File: src/rtl/divmod_pkg.sv
// Shared definitions for the sequential divider: FSM encoding, default width
// and the divide-by-zero result convention.
package divmod_pkg;

  localparam int DEFAULT_WIDTH = 4;

  typedef enum logic [1:0] {
    S_IDLE = 2'd0,
    S_RUN  = 2'd1,
    S_FIN  = 2'd2
  } state_e;

  // Division by zero reports a quotient made entirely of this bit (all ones).
  localparam logic DIV0_Q_BIT = 1'b1;

endpackage

File: src/rtl/divmod_step.sv
// One restoring-division step: shift in a dividend bit, trial-subtract the
// divisor, keep the difference only when it did not borrow.
module divmod_step
  import divmod_pkg::*;
#(
  parameter int WIDTH = DEFAULT_WIDTH
) (
  input  logic [WIDTH-1:0] rem_i,
  input  logic             dvd_bit_i,
  input  logic [WIDTH-1:0] div_i,
  output logic [WIDTH-1:0] rem_o,
  output logic             q_bit_o
);

  logic [WIDTH:0]   diff;
  logic [WIDTH-1:0] shifted_lo;

  // The partial remainder is WIDTH+1 bits wide, so diff's MSB is the borrow.
  assign diff       = {rem_i, dvd_bit_i} - {1'b0, div_i};
  assign shifted_lo = {rem_i[WIDTH-2:0], dvd_bit_i};
  assign q_bit_o    = ~diff[WIDTH];
  assign rem_o      = q_bit_o ? diff[WIDTH-1:0] : shifted_lo;

endmodule

File: src/rtl/seq_divmod.sv
// Multi-cycle unsigned divider returning quotient and remainder, one quotient
// bit per clock, with a start/done handshake.
module seq_divmod
  import divmod_pkg::*;
#(
  parameter int WIDTH = DEFAULT_WIDTH
) (
  input  logic             clk_i,
  input  logic             rst_ni,
  input  logic             start_i,
  input  logic [WIDTH-1:0] a_i,
  input  logic [WIDTH-1:0] b_i,
  output logic             busy_o,
  output logic             done_o,
  output logic [WIDTH-1:0] q_o,
  output logic [WIDTH-1:0] r_o,
  output logic             div0_o,
  output state_e           state_o
);

  // Handshake: start_i is accepted on any edge where busy_o is low (including
  // the done_o cycle); a_i/b_i are captured only on that edge. done_o pulses
  // for one cycle and q_o/r_o/div0_o hold until the next done_o.
  localparam int CNT_W = $clog2(WIDTH);

  state_e           state_q, state_d;
  logic [CNT_W-1:0] cnt_q, cnt_d;
  logic [WIDTH-1:0] rem_q, rem_d;
  logic [WIDTH-1:0] dq_q, dq_d;
  logic [WIDTH-1:0] b_q, b_d;
  logic [WIDTH-1:0] q_q, q_d;
  logic [WIDTH-1:0] r_q, r_d;
  logic             div0_q, div0_d;
  logic             done_q, done_d;
  logic [WIDTH-1:0] step_rem;
  logic             step_q;

  divmod_step #(.WIDTH(WIDTH)) u_step (
    .rem_i     (rem_q),
    .dvd_bit_i (dq_q[WIDTH-1]),
    .div_i     (b_q),
    .rem_o     (step_rem),
    .q_bit_o   (step_q)
  );

  always_ff @(posedge clk_i or negedge rst_ni) begin
    if (!rst_ni) begin
      state_q <= S_IDLE;
      cnt_q   <= '0;
      rem_q   <= '0;
      dq_q    <= '0;
      b_q     <= '0;
      q_q     <= '0;
      r_q     <= '0;
      div0_q  <= 1'b0;
      done_q  <= 1'b0;
    end else begin
      state_q <= state_d;
      cnt_q   <= cnt_d;
      rem_q   <= rem_d;
      dq_q    <= dq_d;
      b_q     <= b_d;
      q_q     <= q_d;
      r_q     <= r_d;
      div0_q  <= div0_d;
      done_q  <= done_d;
    end
  end

  always_comb begin
    state_d = state_q;
    cnt_d   = cnt_q;
    rem_d   = rem_q;
    dq_d    = dq_q;
    b_d     = b_q;
    q_d     = q_q;
    r_d     = r_q;
    div0_d  = div0_q;
    done_d  = 1'b0;
    unique case (state_q)
      S_IDLE: begin
        if (start_i) begin
          b_d     = b_i;
          dq_d    = a_i;
          rem_d   = '0;
          cnt_d   = '0;
          state_d = (b_i == '0) ? S_FIN : S_RUN;
        end
      end
      S_RUN: begin
        // dq_q shifts dividend bits out of the top and quotient bits in at the bottom.
        rem_d = step_rem;
        dq_d  = {dq_q[WIDTH-2:0], step_q};
        cnt_d = cnt_q + CNT_W'(1);
        if (cnt_q == CNT_W'(WIDTH - 1)) state_d = S_FIN;
      end
      S_FIN: begin
        done_d  = 1'b1;
        state_d = S_IDLE;
        if (b_q == '0) begin
          q_d    = {WIDTH{DIV0_Q_BIT}};
          r_d    = dq_q;
          div0_d = 1'b1;
        end else begin
          q_d    = dq_q;
          r_d    = rem_q;
          div0_d = 1'b0;
        end
      end
      default: state_d = S_IDLE;
    endcase
  end

  assign busy_o  = (state_q != S_IDLE);
  assign done_o  = done_q;
  assign q_o     = q_q;
  assign r_o     = r_q;
  assign div0_o  = div0_q;
  assign state_o = state_q;

endmodule

File: config.mk
export PLATFORM = sky130hd
export DESIGN_NAME = seq_divmod
export DESIGN_NICKNAME = d
export VERILOG_FILES = /design/src/rtl/divmod_pkg.sv /design/src/rtl/divmod_step.sv /design/src/rtl/seq_divmod.sv
export SDC_FILE = /design/constraint.sdc
export NUM_CORES = 1
export LEC_CHECK = 0
export CORE_UTILIZATION = 40
export DETAILED_ROUTE_END_ITERATION = 7
export SLEW_MARGIN = 20
export SYNTH_ARGS = -nofsm -noshare
export SYNTH_HDL_FRONTEND = slang
export SYNTH_SLANG_ARGS = --single-unit
File: constraint.sdc
create_clock -name clk_i -period 2.4 [get_ports clk_i]
set_input_delay 0.36 -clock clk_i [delete_from_list [all_inputs] [get_ports clk_i]]
set_output_delay 0.36 -clock clk_i [all_outputs]
set_load 0.03 [all_outputs]
# Word level (Yosys, flattened, before mapping)
# Cells that the tools add are included.
[totals] reg_bits=26 output_inout_bits=13
[op_classes] eq_ne=5 muxes=15 addsub=2 n_reduce_logical=8 n_bitwise=1
[op_table] cell="$mux 4" count=5
[op_table] cell="$pmux 4 s2" count=2
[op_table] cell="$logic_not 4->1" count=2
[op_table] cell="$mux 2" count=4
[op_table] cell="$pmux 2 s2" count=2
[op_table] cell="$reduce_and 2->1" count=3
[op_table] cell="$sub 5x4->5" count=1
[op_table] cell="$eq 2x2->1 const B" count=2
[op_table] cell="$ne 2x2->1 const B" count=2
[op_table] cell="$reduce_bool 2->1" count=2
[op_table] cell="$add 2x1->2 const B" count=1
[op_table] cell="$eq 2x1->1 const B" count=1
[op_table] cell="$logic_not 2->1" count=1
[op_table] cell="$mux 1" count=2
[op_table] cell="$not 1->1" count=1

# Longest topological paths before layout
[depth] depth_word=4 depth_mapped=8 depth_no_buf=8

# Modules after synthesis
# Synthesis repeated with hierarchy kept, for this count alone.
[hier_totals] cells_unflattened=121 area_unflattened_um2=1323.8
[by_module_without_submodules] mod="seq_divmod" seq_area_each_um2=650.6 area_each_um2=1122.3 n_inst=1 cells_each=97
[by_module_without_submodules] mod="divmod_step" seq_area_each_um2=0.0 area_each_um2=201.4 n_inst=1 cells_each=24

# Worst setup path after synthesis
# OpenSTA, ideal clock, no wires.
[synth_timing] path_type="register to register" startpoint="register dq_q[3]" endpoint="register rem_q[3]" stages_incl_launch_ff=8 required_time_ps=2296 setup_time_ps=104 synth_period_minus_slack_ps=1896 slack_ps=504 arrival_ps=1792 n_path_buf=0 path_cell_list="dfrtp_1 > inv_1 > ha_1 > inv_1 > fa_1 > a211o_1 > and2_1 > o41ai_2"
[synth_between] elab_chain_len=3
[synth_lines] item="start: declaration" line="seq_divmod.sv:29" source="logic [WIDTH-1:0] dq_q, dq_d;"
[synth_lines] item="start signal: assignment" line="seq_divmod.sv:61" source="dq_q <= dq_d;"
[synth_lines] item="$sub 5x4->5" line="divmod_step.sv:19" source="assign diff = {rem_i, dvd_bit_i} - {1'b0, div_i};"
[synth_lines] item="$mux 4" line="divmod_step.sv:22" source="assign rem_o = q_bit_o ? diff[WIDTH-1:0] : shifted_lo;"
[synth_lines] item="$pmux 4 s2" line="seq_divmod.sv:80" source="unique case (state_q)"
[synth_lines] item="end signal: assignment" line="seq_divmod.sv:60" source="rem_q <= rem_d;"
[synth_lines] item="end: declaration" line="seq_divmod.sv:28" source="logic [WIDTH-1:0] rem_q, rem_d;"
# No other way between the ends.
# A chain may end at the register's enable or synchronous reset.

# Worst setup path in the final report
[layout_timing] startpoint="register state_q[0], in the netlist state_o[0]" endpoint="output port busy_o"
[layout_between] elab_chain_len=1
[layout_lines] item="start: declaration" line="seq_divmod.sv:26" source="state_e state_q, state_d;"
[layout_lines] item="start signal: assignment" line="seq_divmod.sv:58" source="state_q <= state_d;"
[layout_lines] item="$reduce_bool 2->1" line="seq_divmod.sv:114" source="assign busy_o = (state_q != S_IDLE);"
[layout_lines] item="end: declaration" line="seq_divmod.sv:13" source="output logic busy_o,"
# No other way between the ends.

==> key figures <==
Yosys
  – Post-synthesis adder-cell area fraction: 5.800%
  – Mux cell area share after synthesis: 4.394%
  – Async SR Flop Fraction: 100.0%
  – #FFs+latches synth: 26
  – Compound-Gate Fraction of Synth Area: 20.30%
  – Synth Area in Simple Gates: 19.07%
  – Number of synthesized flops with an enable pin: 0
  – XOR/XNOR Fraction of Synth Area: 1.230%
  – Largest family of logic cells by synthesized area: compound AO/OA/AOI/OAI gates
  – Post-synth top flop: dfrtp_1
  – Avg Synthesized Cell Area: 9.621 µm²
  – Leading area contributor after synthesis: dfrtp_1
  – Number of unique standard cell types used by synthesis: 43
  – Ys Warns: 0
  – Yosys top cell area share: 45.69%
  – Post-Syn Area: 1424 µm²
  – Synthesized Nets: 165
  – Area contributors post-synth: dfrtp_1, nand2_1, ha_1, nor2_1, a21oi_1
  – Seq/Total Area, Yosys: 45.69%
  – Post-synthesis instance total: 148

Final layout
  – Final Cell Area: 1743 µm²
  – Area Overhead vs Synth: 22.41%
  – NumNets Final: 190
  – Util after Layout: 51.82%
  – Number of antenna diodes: 0
  – Share of layout cells above drive strength 1: 8.721%
  – Most common cell after layout, fill and taps aside: dfrtp_1
  – Most frequent cells in the layout: dfrtp_1, clkdlybuf4s50_1, nand2_1

Pwr
  – Net Sw Frac: 45.98%
  – Clock power frac: 8.6%
  – Max VDD drop: 0.6242 mV
  – Internal Power: 1.392 mW
  – Sw Pwr: 1.185 mW
  – Leakage: 0.7648 nW
  – Power per cell area: 1479 nW/µm²
  – Sequential power share: 33.2%
  – Combinational share of power: 58.2%

Clock network
  – CTS Buffer Depth: 2
  – Root buffer cell: clkbuf_4
  – Post-CTS Setup Bufs: 0
  – CTS tree: yes
  – Clock slew at reported path FFs: 0.14 ns
  – Clock Sinks: 26
  – CTS resizes: 0
  – Cts hold-fix bufs: 0
  – Later-pin clock latency in the skew report: 0.32 ns
  – CTS buffer count: 3
  – Max H-tree Level: 1

Timing
  – Setup ws final: 0.2502 ns
  – Setup_tns: 0 ns
  – RSZ-0062 raised after global routing: false
  – Post-layout min period: 2.150 ns
  – Slew Limit Fails: 0
  – FMAX: 0.4652 GHz
  – Clk_skew: 0.007957 ns
  – # setup viols final: 0
  – Final hold vios: 0
  – Final worst-path cycle share: 89.58%
  – Measured slew at the worst slew-check pin: 0.6168 ns
  – Rel. slew slack: 58.57%

Route
  – Starting DRT DRC Count: 61
  – Routed Antenna Nets: 0
  – DRC viols: 0
  – Total number of vias: 1,124
  – Drt wl/cell: 13.42 µm
  – Via-to-Cell Ratio: 5.156
  – DRT Wirelength: 2925 µm
  – DR pass1 iterations: 4

Global routing
  – Largest net degree at the start of global routing: 27
  – Global Route Usage Sum: 17.35%
  – Vias in the first global route: 1,063
  – First-pass GRT wire length: 4816 µm
  – Initial antenna violation count: 0
  – GR Overflow Total: 0

Critical path
  – Startpoint Class: register
  – Required time of the critical path: 2.04 ns
  – Path depth of the worst reg2reg path: 7
  – Worst r2r src: dq_q[3]$_DFFE_PN0P_
  – Critical path class: register to output port
  – Critical R2R Capture: rem_q[3]$_DFFE_PN0P_
  – Worst Setup SP: state_o[0]$_DFFE_PN0P_
  – Worst reg-to-reg setup slack: 0.35 ns
  – Worst Path Max Fanout: 14
  – CP Capture Type: output port
  – Arr. time, crit path: 1.79 ns
  – Crit path to: busy_o

Place
  – Port bufs: 23
  – Dpl hpwl: 2219 µm
  – Post-DP Area: 1707 µm²
  – Pre-CTS setup slack: 0.3779 ns
  – Gpl congestion: 0.9430

Die
  – Core area: 3363 µm²
  – Die width: 61.66 µm
  – Site row count: 21
  – Total Die Area: 3802 µm²
  – Initial Utilization: 42.34%
  – I/O pin count: 24
  – Die Ht: 61.66 µm

Min path
  – Hold Crit Class: input pin to async pin

Job
  – Maxcap violations: 0

Status
  – Status: complete, no violations
-- per-stage QoR --
stage | hold slack (ns) | std cells | total power, mW
after global routing | 0.4039 | 218 | 2.816
after CTS | 0.3852 | 218 | 2.598
after detailed placement | 0.4753 | 214 | 2.369
after floorplan | 0.06441 | 148 | 1.914
final | 0.3795 | 218 | 2.577
after global placement | 0.4614 | 214 | 2.349
-- synth_stat cells, drive strengths merged, types with 2 or more instances --
cell type,instances
dfrtp,26
nand2,18
o21ai,17
nor2,11
a21oi,8
inv,6
nor2b,6
buf,5
ha,5
a22oi,4
mux2i,4
nand2b,4
nand3,3
a211o,2
mux2,2
nand3b,2
nor3,2
nor4,2
o21bai,2
xor2,2
-- kinds of logic after synthesis --
logic type / after synthesis
xor+xnor: 2
compound gates: 43
buf+inv: 12
fa+ha+maj: 6
mux: 6
flops: 26
simple gates: 53
-- worst min path at each step --
stage	start	cells past startpoint	endpoint
after floorplan	rst_ni	0	b_q[0]$_DFFE_PN0P_
after global placement	r_o[3]$_DFFE_PN0P_	2	r_o[3]$_DFFE_PN0P_
after detailed placement	r_o[2]$_DFFE_PN0P_	2	r_o[2]$_DFFE_PN0P_
after CTS	rst_ni	2	q_o[3]$_DFFE_PN0P_
after global routing	rst_ni	2	q_o[3]$_DFFE_PN0P_
final	rst_ni	2	done_o$_DFF_PN0_
-- power groups by stage --
stage          sequential, mW  clock (mW)  combinational [mW]
2_1_floorplan           0.947           0               0.967
6_report                0.855       0.221                1.50
3_3_place_gp            0.857           0                1.49
3_5_place_dp            0.868           0                1.50
4_1_cts                 0.856       0.231                1.51
5_1_grt                 0.890       0.254                1.67
-- routing by layer --
layer | wire length, µm | part of all wire [%] | global-route usage (%) | vias up
met5 | 0 | 0 | 0 | -
met1 | 1434 | 49 | 24.51 | 533
met4 | 13 | 0.44 | 4.762 | 0
met2 | 1387 | 47 | 27.65 | 24
met3 | 89 | 3.0 | 2.521 | 2
li1 | - | - | - | 565
-- critical path, cell delays in order, from the launching register on --
cell and delay [ns]:
dfrtp_1 0.54, or2_2 0.34, clkdlybuf4s50_1 0.59
-- area by class of cell --
class	instances	area, µm²
inverter	6	22.52
clock buffer	4	36.28
multi-input combinational	110	723.2
timing repair buffer	26	252.7
fill	334	1620
tap	46	57.56
sequential	26	650.6
-- state kept, by name (all words and copies together) (netlist names) --
name	cells
dq_q	4
div0_o	1
r_o	4
b_q	4
state_o	2
done_o	1
q_o	4
rem_q	4
cnt_q	2
(Power assumes the default switching activity.)
